===== src/rtl/dma_read_arbiter.sv =====
// Two-requester arbiter for the shared DMA read ctrl/data channel.
// Optional DMA_RD_ARB_RR_EN: round-robin tie-break instead of fixed req0 priority.
module dma_read_arbiter #(
    parameter int DMA_DATA_WIDTH = 32,
    parameter int CTRL_WIDTH     = 67
) (
    input  logic                      clk,
    input  logic                      rst,
    input  logic                      req0_ctrl_valid,
    output logic                      req0_ctrl_ready,
    input  logic [CTRL_WIDTH-1:0]     req0_ctrl_data,
    input  logic                      req1_ctrl_valid,
    output logic                      req1_ctrl_ready,
    input  logic [CTRL_WIDTH-1:0]     req1_ctrl_data,
    output logic                      req0_chnl_valid,
    input  logic                      req0_chnl_ready,
    output logic [DMA_DATA_WIDTH-1:0] req0_chnl_data,
    output logic                      req1_chnl_valid,
    input  logic                      req1_chnl_ready,
    output logic [DMA_DATA_WIDTH-1:0] req1_chnl_data,
    output logic                      dma_read_ctrl_valid,
    input  logic                      dma_read_ctrl_ready,
    output logic [CTRL_WIDTH-1:0]     dma_read_ctrl_data,
    input  logic                      dma_read_chnl_valid,
    output logic                      dma_read_chnl_ready,
    input  logic [DMA_DATA_WIDTH-1:0] dma_read_chnl_data,
    output logic [1:0]                grant,
    output logic                      busy
);

    localparam logic [1:0] S_IDLE = 2'd0;
    localparam logic [1:0] S_CTRL = 2'd1;
    localparam logic [1:0] S_DATA = 2'd2;

    logic [1:0]            state_q, state_d;
    logic [1:0]            grant_q, grant_d;
    logic                  last_grant_q, last_grant_d;
    logic [31:0]           len_q, len_d;
    logic [31:0]           beat_cnt_q, beat_cnt_d;
    logic [CTRL_WIDTH-1:0] ctrl_sel;
    logic                  in_ctrl, in_data, ctrl_hs, chnl_hs, pick1;

    assign in_ctrl  = (state_q == S_CTRL);
    assign in_data  = (state_q == S_DATA);
    assign ctrl_sel = grant_q[1] ? req1_ctrl_data : req0_ctrl_data;

    assign dma_read_ctrl_valid = in_ctrl;
    assign dma_read_ctrl_data  = in_ctrl ? ctrl_sel : '0;
    assign req0_ctrl_ready     = in_ctrl & grant_q[0] & dma_read_ctrl_ready;
    assign req1_ctrl_ready     = in_ctrl & grant_q[1] & dma_read_ctrl_ready;

    // Beat path is purely combinational; the non-owner never sees valid.
    assign dma_read_chnl_ready = in_data & (grant_q[1] ? req1_chnl_ready : req0_chnl_ready);
    assign req0_chnl_valid     = in_data & grant_q[0] & dma_read_chnl_valid;
    assign req1_chnl_valid     = in_data & grant_q[1] & dma_read_chnl_valid;
    assign req0_chnl_data      = dma_read_chnl_data;
    assign req1_chnl_data      = dma_read_chnl_data;

    assign ctrl_hs = in_ctrl & dma_read_ctrl_ready;
    assign chnl_hs = dma_read_chnl_ready & dma_read_chnl_valid;

    assign grant = grant_q;
    assign busy  = (state_q != S_IDLE);

`ifdef DMA_RD_ARB_RR_EN
    // On a tie, the requester that did not win last time goes next.
    assign pick1 = req1_ctrl_valid & (~req0_ctrl_valid | ~last_grant_q);
`else
    assign pick1 = req1_ctrl_valid & ~req0_ctrl_valid;
`endif

    always_comb begin
        state_d      = state_q;
        grant_d      = grant_q;
        last_grant_d = last_grant_q;
        len_d        = len_q;
        beat_cnt_d   = beat_cnt_q;
        case (state_q)
            S_IDLE: begin
                if (req0_ctrl_valid | req1_ctrl_valid) begin
                    grant_d      = pick1 ? 2'b10 : 2'b01;
                    last_grant_d = pick1;
                    state_d      = S_CTRL;
                end
            end
            S_CTRL: begin
                if (ctrl_hs) begin
                    len_d      = ctrl_sel[63:32];
                    beat_cnt_d = '0;
                    if (ctrl_sel[63:32] == 32'd0) begin
                        state_d = S_IDLE;
                        grant_d = 2'b00;
                    end else begin
                        state_d = S_DATA;
                    end
                end
            end
            S_DATA: begin
                if (chnl_hs) begin
                    beat_cnt_d = beat_cnt_q + 32'd1;
                    if (beat_cnt_q == len_q - 32'd1) begin
                        state_d = S_IDLE;
                        grant_d = 2'b00;
                    end
                end
            end
            default: begin
                state_d = S_IDLE;
                grant_d = 2'b00;
            end
        endcase
    end

    always_ff @(posedge clk or negedge rst) begin
        if (!rst) begin
            state_q      <= S_IDLE;
            grant_q      <= 2'b00;
            last_grant_q <= 1'b1;
            len_q        <= '0;
            beat_cnt_q   <= '0;
        end else begin
            state_q      <= state_d;
            grant_q      <= grant_d;
            last_grant_q <= last_grant_d;
            len_q        <= len_d;
            beat_cnt_q   <= beat_cnt_d;
        end
    end

endmodule


===== config.mk =====
export PLATFORM = sky130hd
export DESIGN_NAME = dma_read_arbiter
export DESIGN_NICKNAME = d
export VERILOG_FILES = /design/src/rtl/dma_read_arbiter.sv
export SDC_FILE = /design/constraint.sdc
export NUM_CORES = 1
export LEC_CHECK = 0
export BUFFER_PORTS_ARGS = -buffer_cell sky130_fd_sc_hd__buf_4
export CAP_MARGIN = 30
export CORE_AREA = 3 3 120 122
export DETAILED_ROUTE_END_ITERATION = 6
export DIE_AREA = 0 0 123 125
export PLACE_DENSITY = 0.76
export SYNTH_ARGS = -nofsm -noshare
export SYNTH_HDL_FRONTEND = slang
export SYNTH_SLANG_ARGS = --single-unit

===== constraint.sdc =====
create_clock -name clk -period 6.37 [get_ports clk]
set_clock_uncertainty 0.15 [all_clocks]
set_input_delay 0.637 -clock clk [delete_from_list [all_inputs] [get_ports clk]]
set_output_delay 0.637 -clock clk [all_outputs]
set_load 0.03 [all_outputs]

======== Yosys cells after proc, flatten, opt, wreduce, memory -nomap -nowiden ========
Cells that the tools add are included.
cells by class
  add/sub/neg operators ................... 2
  reduce and logical (&&, ||, !) cells .... 8
  equality and inequality tests ........... 8
  multiplexer cells ....................... 17
  bitwise gates (word level) .............. 14
operators by type and width
  cell                                                 count
  two-way mux 67 bit                                   2
  two-way mux 32 bit                                   2
  case mux 32 bit (2 select lines)                     1
  adder 32 x 1 -> 32 bit, second input constant        1
  equality test 32 bit                                 1
  zero test 32 bit                                     1
  subtractor 32 x 1 -> 32 bit, second input constant   1
  two-way mux 2 bit                                    9
  AND 1 bit                                            12
  case mux 2 bit (3 select lines)                      2
  != test 2 x 1 -> 1 bit, second input constant        4
  AND reduction 5 bit                                  1
  AND reduction 4 bit                                  1
  nonzero test 2 bit                                   2
  AND reduction 3 bit                                  1
  equality test 2 x 1 -> 1 bit, second input constant  1
  equality test 2 bit, second input constant           1
  zero test 2 bit                                      1
  != test 2 bit, second input constant                 1
  AND reduction 2 bit                                  1
  two-way mux 1 bit                                    1
  NOT 1 bit                                            1
  OR 1 bit                                             1
word-level totals
  bits of input ports ..................... 174
  word-level logic and storage cells ...... 53
  output and inout bits ................... 140
  bits in registers ....................... 68

======== Depth between registers and ports, before layout ========
  word-level depth ........................ 5
  depth in mapped cells ................... 10
  gate-level depth less buffers ........... 10

======== Least setup slack after synthesis ========
Ideal clock, no wire load.
  kind .................................... flip-flop to flip-flop
  start point ............................. register len_q[3]
  end point ............................... register grant_q[0] (netlist: grant[0])
  stages on the path, launching flop included .. 11
  clock period less this slack ............ 2755 ps
  required time ........................... 6093 ps
  setup slack ............................. 3615 ps
  library setup time ...................... 127 ps
  arrival time ............................ 2478 ps
  buffers on the path ..................... 2
  path through ............................ dfrtp_1 -> buf_6 -> or4_4 -> buf_6 -> or3_4 -> nor4_2 -> a211o_1 -> o211ai_1 -> or3_1 -> o21ai_1 -> a21oi_1
between the ends
  longest elaborated chain between the ends .. 4
RTL lines
  what                              RTL line  text
  from (decl)                       38        logic [31:0] len_q, len_d;
  from (signal assigned)            125       len_q <= len_d;
  subtractor 32 x 1 -> 32 bit       101       if (beat_cnt_q == len_q - 32'd1) begin
  equality test 32 bit              101
  != test 2 x 1 -> 1 bit (no line)  --
  AND reduction 5 bit (no line)     --
  to (signal assigned)              123       grant_q <= grant_d;
  to (decl)                         36        logic [1:0] grant_q, grant_d;
Every way passes these cells.
A chain may end at the register's enable or synchronous reset.

======== Worst setup path after layout ========
  start point ............................. register grant_q[1] (netlist: grant[1])
  end point ............................... output port dma_read_ctrl_data[50]
between the ends
  longest elaborated chain between the ends .. 2
RTL lines
  what                RTL line  text
  two-way mux 67 bit  45        assign ctrl_sel = grant_q[1] ? req1_ctrl_data : req0_ctrl_data;
  two-way mux 67 bit  48        assign dma_read_ctrl_data = in_ctrl ? ctrl_sel : '0;
  to (decl)           23        output logic [CTRL_WIDTH-1:0] dma_read_ctrl_data,
Every way passes these cells.

==> metrics.log <==
INFO  metric run_status = finished, final reports clean
INFO  metric area.sequential = 0.00171 sq mm
INFO  metric number_of_global_route_vias_before_repair = 5562
INFO  metric tritoncts = built
INFO  metric cts-hold-fix-buffers = 0
INFO  metric number_of_placed_i_o_pins = 314
INFO  metric hold_path.class = input pin to asynchronous set/reset pin
INFO  metric cp_max_fo = 63
INFO  metric fin_nets = 1022
INFO  metric setup_total_negative_slack = 0 ps
INFO  metric grt_pass1_wl = 31600 um
INFO  metric syn_to_final_growth = 27.6%
INFO  metric floorplan.initialDensity = 42.8%
INFO  metric cts_root_buf = sky130_fd_sc_hd__clkbuf_16
INFO  metric drive_above_1_share = 29.1%
INFO  metric core-area = 0.0133 sq mm
INFO  metric netlist_instances = 711
INFO  metric critPathLaunchType = flop
INFO  metric drt-initial-drc-count = 510
INFO  metric synth-edff-count = 0
INFO  metric clock_tree.htree_level_count = 3
INFO  metric clock_sink_count = 68
INFO  metric grt_setup_unrepaired = false
INFO  metric cp_slowest_stage_delay = 790 ps
INFO  metric mappedNetlistNets = 887
INFO  metric timing.setup.critical_path_class = flop to output pin
INFO  metric timing.reg2reg.worst_path_depth = 10
INFO  metric cts-root-to-sink-buffers = 2
INFO  metric numPlacedInstances = 1011
INFO  metric viasPerCell = 5.57
INFO  metric asyncSetResetFlopFracSynth = 100%
INFO  metric detail_route.first_pass.iterations = 5
INFO  metric fill_cells = 1242
INFO  metric setup.reg_to_reg.worst_slack = 3220 ps
INFO  metric pwr_per_cell_area = 416 mW/mm^2
INFO  metric power.ir.vdd_worst = 0.257 mV
INFO  metric cpLargestDelayFamily = buffers and inverters
INFO  metric max_slew_margin = 30.7%
INFO  metric worst_slack = 3040 ps
INFO  metric rows = 42
INFO  metric netlist.area_leader.share = 29.9%
INFO  metric combinational_power_share = 59.7%
INFO  metric yosysTopAreaCell = sky130_fd_sc_hd__dfrtp_1
INFO  metric post_dp_hpwl = 16900 um
INFO  metric routed-via-count = 5723
INFO  metric finish.cell_count_without_fillers = 1027
INFO  metric dieHeight = 125 um
INFO  metric post-place-ws = 3360 ps
INFO  metric multiInputGateArea = 0.00333 sq mm
INFO  metric pin_count_of_the_biggest_net_entering_global_routing = 72
INFO  metric r2r_end = grant[0]$_DFFE_PN0P_
INFO  metric postCtsSetupBuffers = 0
INFO  metric routed_wire_length_per_instance = 20.4 um
INFO  metric switching_power = 0.00148 W
INFO  metric yosysUniqueCellTypes = 49
INFO  metric postSynth.topFlopCell = sky130_fd_sc_hd__dfrtp_1
INFO  metric finalSetupViolCount = 0
INFO  metric fp.dieArea = 0.0154 sq mm
INFO  metric switching_share = 49.1%
INFO  metric power.internal = 0.00154 W
INFO  metric clkTransAtPathRegs = 60 ps
INFO  metric place.gp.congestion = 1.04
INFO  metric die-width = 123 um
INFO  metric aggregate_global_routing_overflow = 0
INFO  metric finalWirelength = 20900 um
INFO  metric cts_buffers = 9
INFO  metric arrival = 2540 ps
INFO  metric syn_area = 0.00569 sq mm
INFO  metric cts_resized = 0
INFO  metric hold_viol = 0
INFO  metric path_buf_inv = 2
INFO  metric synth-seq-area-share = 29.9%
INFO  metric worstPathRequired = 5580 ps
INFO  metric post_synth.cell_area_avg = 8.00 sq um
INFO  metric final_antenna_net_count = 0
INFO  metric drc_errors = 0
INFO  metric post-synth-top-count-cell = sky130_fd_sc_hd__nor2_1
INFO  metric finish.utilization = 54.6%
INFO  metric worst_setup_path_end_kind = output pin
INFO  metric io_buf_count = 217
INFO  metric grt_antenna_before_repair = 0
INFO  metric timing.rr.start = len_q[0]$_DFFE_PN0P_
INFO  metric leakagePower = 3.23 nW
INFO  metric slowest_stage = sky130_fd_sc_hd__buf_4
INFO  metric max_cap_violations = 0
INFO  metric post_synth_main_area_contributors = sky130_fd_sc_hd__dfrtp_1, sky130_fd_sc_hd__mux2i_1, sky130_fd_sc_hd__buf_4
INFO  metric grt_usage = 26.7%
INFO  metric maxClockFrequency = 0.301 GHz
INFO  metric clock_latency = 330 ps
INFO  metric timing.critical_path.mode_cell = sky130_fd_sc_hd__buf_4
INFO  metric worst_hold_slack = 249 ps
INFO  metric ranking_of_synthesized_cells_by_instance_count = sky130_fd_sc_hd__nor2_1, sky130_fd_sc_hd__mux2i_1, sky130_fd_sc_hd__dfrtp_1, sky130_fd_sc_hd__buf_4, sky130_fd_sc_hd__nand2_1
INFO  metric clock_power_share = 16.2%
INFO  metric finalMaxSlewViolations = 0
INFO  metric worstMarginPinSlew = 1040 ps
INFO  metric ys_ff_latch = 68
INFO  metric path_cells = buf_4 > mux2i_1 > nor2_1 > buf_4
INFO  metric post-route-min-period = 3330 ps
INFO  metric diodes = 0
INFO  metric synth.yosys.warnings = 0
INFO  metric period_share = 52.2%
INFO  metric sequential_group_share_of_total_power = 24.2%
[routing by layer]
layer  track usage [%]  vias to the layer above  routed length, um
met1              35.6                     2689               8710
li1                  -                     2686                  -
met3              8.49                       36               1960
met5                 0                        -                  0
met2              41.2                      312               9720
met4              8.01                        0                524
[area by class of cell]
class	count	share of cell area, %
multi-input combinational	536	45.9
sequential	68	23.5
timing repair buffer	221	23.1
clock buffer	11	3.20
tap	176	3.03
clock inverter	5	0.724
inverter	10	0.517
[power by group through the flow]
| stage | clock (W) | sequential [W] | combinational, W |
|---|---|---|---|
| after global routing | 0.000514 | 0.000750 | 0.00194 |
| after global placement | 0 | 0.000722 | 0.00177 |
| final | 0.000488 | 0.000730 | 0.00180 |
| after floorplan | 0 | 0.000670 | 0.00131 |
| after detailed placement | 0 | 0.000729 | 0.00179 |
| after CTS | 0.000493 | 0.000723 | 0.00180 |
[worst max path at each step]
stage | slack (ps) | cells after the start | endpoint | startpoint
CTS | 3070 | 4 | dma_read_ctrl_data[42] | grant[1]$_DFFE_PN0P_
global placement | 3400 | 10 | beat_cnt_q[29]$_DFFE_PN0P_ | dma_read_ctrl_ready
detailed placement | 3360 | 10 | grant[0]$_DFFE_PN0P_ | len_q[0]$_DFFE_PN0P_
floorplan | 3620 | 10 | grant[0]$_DFFE_PN0P_ | len_q[3]$_DFFE_PN0P_
finish | 3040 | 4 | dma_read_ctrl_data[50] | grant[1]$_DFFE_PN0P_
global route | 2950 | 10 | grant[0]$_DFFE_PN0P_ | len_q[0]$_DFFE_PN0P_
[cells by family after synthesis]
| kind of cell | after synthesis | share of synthesized area (%) |
|---|---|---|
| and+or+nand+nor | 312 | 27.0 |
| buffers and inverters | 107 | 11.5 |
| AOI/OAI and AO/OA | 88 | 8.91 |
| muxes | 70 | 12.3 |
| DFF | 68 | 29.9 |
| xor gates and xnor gates | 64 | 9.85 |
| adders and majority gates | 2 | 0.440 |
[flip-flops by register name, indices dropped and copies added (netlist names)]
name / cells
len_q: 32
grant: 2
beat_cnt_q: 32
state_q: 2
[through the flow]
step | power (W) | cell area (sq um)
global placement | 0.00250 | 6950
detailed placement | 0.00252 | 6980
floorplan | 0.00198 | 5690
finish | 0.00302 | 7260
CTS | 0.00302 | 7260
global route | 0.00320 | 7260
[layout by cell type (no fill, tap or decap), types with 14 or more instances in the layout]
master / instances
sky130_fd_sc_hd__dfrtp_1: 67
sky130_fd_sc_hd__buf_4: 220
sky130_fd_sc_hd__mux2i_1: 70
sky130_fd_sc_hd__nor4_1: 25
sky130_fd_sc_hd__o21ai_0: 45
sky130_fd_sc_hd__nor3_1: 15
sky130_fd_sc_hd__a21oi_1: 19
sky130_fd_sc_hd__nand2_1: 57
sky130_fd_sc_hd__nand3_1: 14
sky130_fd_sc_hd__xor2_1: 26
sky130_fd_sc_hd__nand4_1: 14
sky130_fd_sc_hd__xnor2_1: 38
sky130_fd_sc_hd__or3_1: 14
sky130_fd_sc_hd__nor2_1: 117
sky130_fd_sc_hd__and3_1: 14
Power figures use the tool's default switching activity.
